File: src/rtl/regfile_wb_arbiter.sv
// Write-back arbiter: two producers share the register file's single write port
// through a round-robin grant and a registered write stage. Optional forwarding: WB_FWD_EN.
module regfile_wb_arbiter #(
   parameter int ADDR_W = 5,
   parameter int DATA_W = 64,
   parameter int CNT_W  = 16
) (
   input  logic              clk,
   input  logic              reset,
   input  logic              src0_valid,
   input  logic [ADDR_W-1:0] src0_addr,
   input  logic [DATA_W-1:0] src0_data,
   output logic              src0_ready,
   input  logic              src1_valid,
   input  logic [ADDR_W-1:0] src1_addr,
   input  logic [DATA_W-1:0] src1_data,
   output logic              src1_ready,
   output logic              RegWrite,
   output logic [ADDR_W-1:0] write_reg_addr,
   output logic [DATA_W-1:0] write_reg_data,
   output logic [CNT_W-1:0]  conflict_cnt
`ifdef WB_FWD_EN
   ,
   input  logic [ADDR_W-1:0] read_reg_addr_1,
   input  logic [ADDR_W-1:0] read_reg_addr_2,
   output logic              fwd_hit_1,
   output logic              fwd_hit_2,
   output logic [DATA_W-1:0] fwd_data_1,
   output logic [DATA_W-1:0] fwd_data_2
`endif
);

   typedef enum logic {
      SRC0 = 1'b0,
      SRC1 = 1'b1
   } src_e;

   src_e              last_grant;
   logic              grant0;
   logic              grant1;
   logic [ADDR_W-1:0] sel_addr;
   logic [DATA_W-1:0] sel_data;
   logic              contended;

   assign contended = src0_valid & src1_valid;

   // Under contention the source that did not win last time is served.
   always_comb begin
      grant0 = 1'b0;
      grant1 = 1'b0;
      if (!reset) begin
         if (contended) begin
            if (last_grant == SRC1) grant0 = 1'b1;
            else                    grant1 = 1'b1;
         end else begin
            grant0 = src0_valid;
            grant1 = src1_valid;
         end
      end
   end

   always_comb begin
      sel_addr = src0_addr;
      sel_data = src0_data;
      if (grant1) begin
         sel_addr = src1_addr;
         sel_data = src1_data;
      end
   end

   assign src0_ready = grant0;
   assign src1_ready = grant1;

   always_ff @(posedge clk) begin
      if (reset) begin
         last_grant     <= SRC1;
         RegWrite       <= 1'b0;
         write_reg_addr <= '0;
         write_reg_data <= '0;
         conflict_cnt   <= '0;
      end else begin
         if (grant0 || grant1) begin
            // x0 requests complete the handshake but never enable the write.
            RegWrite       <= (sel_addr != '0);
            write_reg_addr <= sel_addr;
            write_reg_data <= sel_data;
            last_grant     <= grant1 ? SRC1 : SRC0;
         end else begin
            RegWrite <= 1'b0;
         end
         if (contended && (conflict_cnt != '1))
            conflict_cnt <= conflict_cnt + 1'b1;
      end
   end

`ifdef WB_FWD_EN
   always_comb begin
      fwd_hit_1  = RegWrite && (write_reg_addr == read_reg_addr_1) && (read_reg_addr_1 != '0);
      fwd_hit_2  = RegWrite && (write_reg_addr == read_reg_addr_2) && (read_reg_addr_2 != '0);
      fwd_data_1 = fwd_hit_1 ? write_reg_data : '0;
      fwd_data_2 = fwd_hit_2 ? write_reg_data : '0;
   end
`endif

endmodule

File: config.mk
export PLATFORM = sky130hd
export DESIGN_NAME = regfile_wb_arbiter
export DESIGN_NICKNAME = d
export VERILOG_FILES = /design/src/rtl/regfile_wb_arbiter.sv
export SDC_FILE = /design/constraint.sdc
export NUM_CORES = 1
export LEC_CHECK = 0
export CAP_MARGIN = 30
export CELL_PAD_IN_SITES_DETAIL_PLACEMENT = 1
export CELL_PAD_IN_SITES_GLOBAL_PLACEMENT = 1
export CORE_UTILIZATION = 26
export CTS_BUF_LIST = sky130_fd_sc_hd__clkbuf_4
export DETAILED_ROUTE_END_ITERATION = 12
export HOLD_SLACK_MARGIN = 0.1
export PLACE_DENSITY = 0.92
export SKIP_LAST_GASP = 1
export SYNTH_ARGS = -nofsm -noshare
export SYNTH_HDL_FRONTEND = slang
export SYNTH_SLANG_ARGS = --single-unit
File: constraint.sdc
create_clock -name clk -period 2.2 [get_ports clk]
set_input_delay 0.55 -clock clk [delete_from_list [all_inputs] [get_ports clk]]
set_output_delay 0.55 -clock clk [all_outputs]
set_load 0.05 [all_outputs]
* Yosys cells after proc, flatten, opt, wreduce, memory -nomap -nowiden
Index checks and enable logic that the tools add are counted.
Cells by class: $add $sub $neg 1, equality and inequality tests 1, mux-type cells 9, bitwise gates (word level) 2, reductions and logical operators 4
Operator list (number):
- $mux 64 | 1
- $add 16x1->16 const B | 1
- $ne 16x16->1 const B | 1
- $mux 1 | 7
- $mux 5 | 1
- $reduce_bool 5->1 | 1
- $reduce_or 2->1 | 1
- $and 1x1->1 | 1
- $logic_and 1x1->1 | 1
- $logic_or 1x1->1 | 1
- $not 1->1 | 1
Word-level totals: register bits 87

* Depth between registers and ports, before layout
depth after elaboration 6, depth in mapped cells 7, gate-level depth less buffers 5

* Worst setup path after synthesis
OpenSTA, ideal clock, no wires.
path type input to output, from input port reset, to output port src1_ready, arrival 1.756 ns, data required time 1.650 ns, setup slack -0.106 ns, stages 4, path buffers 3, cell sequence buf_2 > clkbuf_1 > buf_1 > nor2_1
Between the ends: longest elaborated chain between the ends 1
Ends and longest elaborated chain:
- start, declared | RTL line 9 | input logic reset,
- $mux 1 | RTL line 51 | if (!reset) begin
- end, declared | RTL line 17 | output logic src1_ready,
Every way passes these cells.

* Final worst setup path
from input port src0_valid, to output port src1_ready
Between the ends: longest elaborated chain between the ends 3
Ends and longest elaborated chain:
- start, declared | RTL line 10 | input logic src0_valid,
- $and 1x1->1 | RTL line 45 | assign contended = src0_valid & src1_valid;
- $mux 1 | RTL line 52 | if (contended) begin
- $mux 1 | RTL line 51
Every way passes these cells.

==> metrics.txt <==
status complete, no violations; Net Count, Synth 556; final hold violations 0; routed via count between 4,000 and 5,000; pwr dens 587 mW/mm^2; Worst Hold Depth 2; Synth area leaders dfxtp_1 (48%), a22oi_1 (12%), a21oi_1 (9.2%), nand2_1 (7.0%), nor2_1 (2.0%); die area 0.0143 mm^2; CP peak stage delay about 0.44 ns; Routed Antenna Nets 0; DR DRC count 0; critical path class primary input to output port; Synth top area share 0.484; largest family of logic cells by synthesized area compound AO/OA/AOI/OAI gates; CTS buffer count 9; max_slew headroom 0.625; Mapped Avg Cell Area 8.72 um^2; adder-cell share of the synthesized area 0.00347; CP max-delay cell clkdlybuf4s50_1; Arr. time, crit path roughly 1.6 ns; Core Rows between 40 and 50; asr flop ratio synth 0; clock sink total 87; final core occ 0.473; # nets final 783; most frequent cell after synthesis dfxtp_1; reg2reg start conflict_cnt[4]; synth cell count leaders dfxtp_1 (87), nand2_1 (67), a21oi_1 (66); worst slew pin tran 0.557 ns; cell mode on critical path nand2_1; final total power between 3 and 4 mW; Die H 120 um; CP required 1.65 ns; Avg WL per Cell 18.4 um; max-slew violations 0; first-pass GRT wire length 23,000 um; max cap viols 0; GRT Total Usage 0.206; Synth Instances 413; Synth cell types 39; Post-synth EDFFs 0; simple-gate area share of the yosys netlist 0.165; # diodes 0; XOR/XNOR Fraction of Synth Area 0; synthesized cell area 0.00360 mm^2; leakage power figure about 2.9 nW; port bufs 229; global route overflow 0; synthesis-to-finish area growth 75.9%; drt via density 5.12; Hold Path Origin write_reg_data[21]; #FFs+latches synth 87; CP Capture Type output port; RSZ-0062 raised after global routing true; hold endpoint write_reg_data[21]; Setup-failing EPs final 0; Worst-path clk slew ~0.12 ns; HP Class flop to flop; Initial Utilization 0.269; CTS tree built; clk root buf clkbuf_4; FF-to-FF path depth 4; number of global-route vias before repair 4,516; crit start category primary input; routability congestion estimate 0.761; CTS max path bufs 2; largest area contributor in the netlist dfxtp_1; Compound-Gate Fraction of Synth Area 0.278; Initial DRC Count 254; reg2reg setup slack 0.44 ns; Clock Skews 0.0204 ns; post-synthesis mux area share 0.0229; width of the die 120 um; H-tree depth 3; largest net degree at the start of global routing 45; crit-path cells clkdlybuf4s50_1 > buf_6 > nand2_1 > nand2_1 > nor2_2 > buf_12; DR pass1 iterations 5; Post-Route WL roughly 15,000 um; crit path max fanout 8; core area 0.0134 mm^2; num ports 230; dpl hpwl between 10,000 and 15,000 um; initial antenna violation count 0; Synth Flop Type dfxtp_1; share of cells above drive strength 1 0.0745; Seq/Total Area, Yosys 0.484; worst reg2reg endpoint conflict_cnt[15]; maximum VDD drop 219 uV; yosys warns 0; Final Cycle Share 0.989; Period minus WS final 2.18 ns; final-layout fill cell count 1,577; achievable frequency 0.460 GHz; Clk Latency, worst-skew pair 0.45 ns
==> cells by family (layout without fill, tap and decap cells) <==
family,Yosys count,count (layout)
muxes,8,8
and+or+nand+nor,123,123
buffers and inverters,39,270
adders and majority gates,1,1
DFF,87,87
AOI/OAI and AO/OA,155,155
==> flip-flops by register name, summed over array words and instances (netlist names) <==
register	flops
RegWrite	1
conflict_cnt	16
last_grant	1
write_reg_addr	5
write_reg_data	64
==> stage by stage <==
step	setup WS (ns)	cells	cell area [um^2]	hold WS [ns]	setup TNS, ns
after floorplan	0.108	413	3600	0.485	0
after global placement	-0.0572	805	6230	0.441	-0.0572
after detailed placement	-0.109	805	6230	0.447	-2.82
after CTS	0.000279	820	6270	0.465	0
after global routing	-0.0559	820	6330	0.483	-0.0559
final	0.0249	820	6330	0.461	0
==> layout make-up <==
| type | instances | area (um^2) | area share |
|---|---|---|---|
| inverter | 4 | 15.0 | 0.00237 |
| clock inverter | 6 | 52.6 | 0.00830 |
| tap | 176 | 220 | 0.0348 |
| clock buffer | 9 | 67.6 | 0.0107 |
| sequential | 87 | 1740 | 0.275 |
| timing repair buffer | 251 | 2510 | 0.396 |
| multi-input combinational | 287 | 1730 | 0.272 |
==> placed cells by master, fill, tap and decap left out, drive strengths merged, types with 6 or more instances in the layout <==
cell	netlist	routed
a222oi	6	6
a22oi	58	58
dlymetal6s2s	0	21
clkbuf	18	9
dfxtp	87	87
o31ai	6	6
clkdlybuf4s50	0	139
mux2i	6	6
a21oi	66	66
nor2	19	19
nand2	67	67
buf	17	26
or4	7	7
dlygate4sd2	0	65
==> where the power goes <==
group          leakage [nW]  internal [mW]  total, mW  switching [mW]
Combinational          2.08          0.471       1.13           0.658
Sequential            0.715           1.67       1.73          0.0505
Clock                0.0704          0.328      0.867           0.539
==> critical path: cells and delay by family <==
kind | cells | cell delay (ns)
buffers and inverters | 3 | 0.75
and+or+nand+nor | 3 | 0.31
==> worst max path at each step <==
stage | cells past startpoint | slack (ns) | to | from
after floorplan | 4 | 0.11 | src1_ready | reset
after global placement | 6 | -0.06 | conflict_cnt[15] | src0_valid
after detailed placement | 6 | -0.11 | conflict_cnt[15] | src0_valid
after CTS | 1 | 0.0003 | write_reg_data[34] | write_reg_data[34]
after global routing | 6 | -0.06 | src1_ready | src0_valid
final | 6 | 0.02 | src1_ready | src0_valid
==> timing repair <==
item                                    in CTS  in global routing
hold buffers                                 0                  0
resized for setup                           66                 23
endpoints found under the setup margin      66                 22
pin swaps                                    0                  1
buffers inserted                             0                  0
cloned                                       0                  0
==> per-layer routing <==
layer,global-route usage,wire length [um],part of all wire
met1,0.222,5900,0.39
met2,0.387,7930,0.53
met3,0.0447,859,0.057
met4,0.0797,370,0.025
met5,0,0,0
No activity file was read; power rests on OpenSTA's default activity.
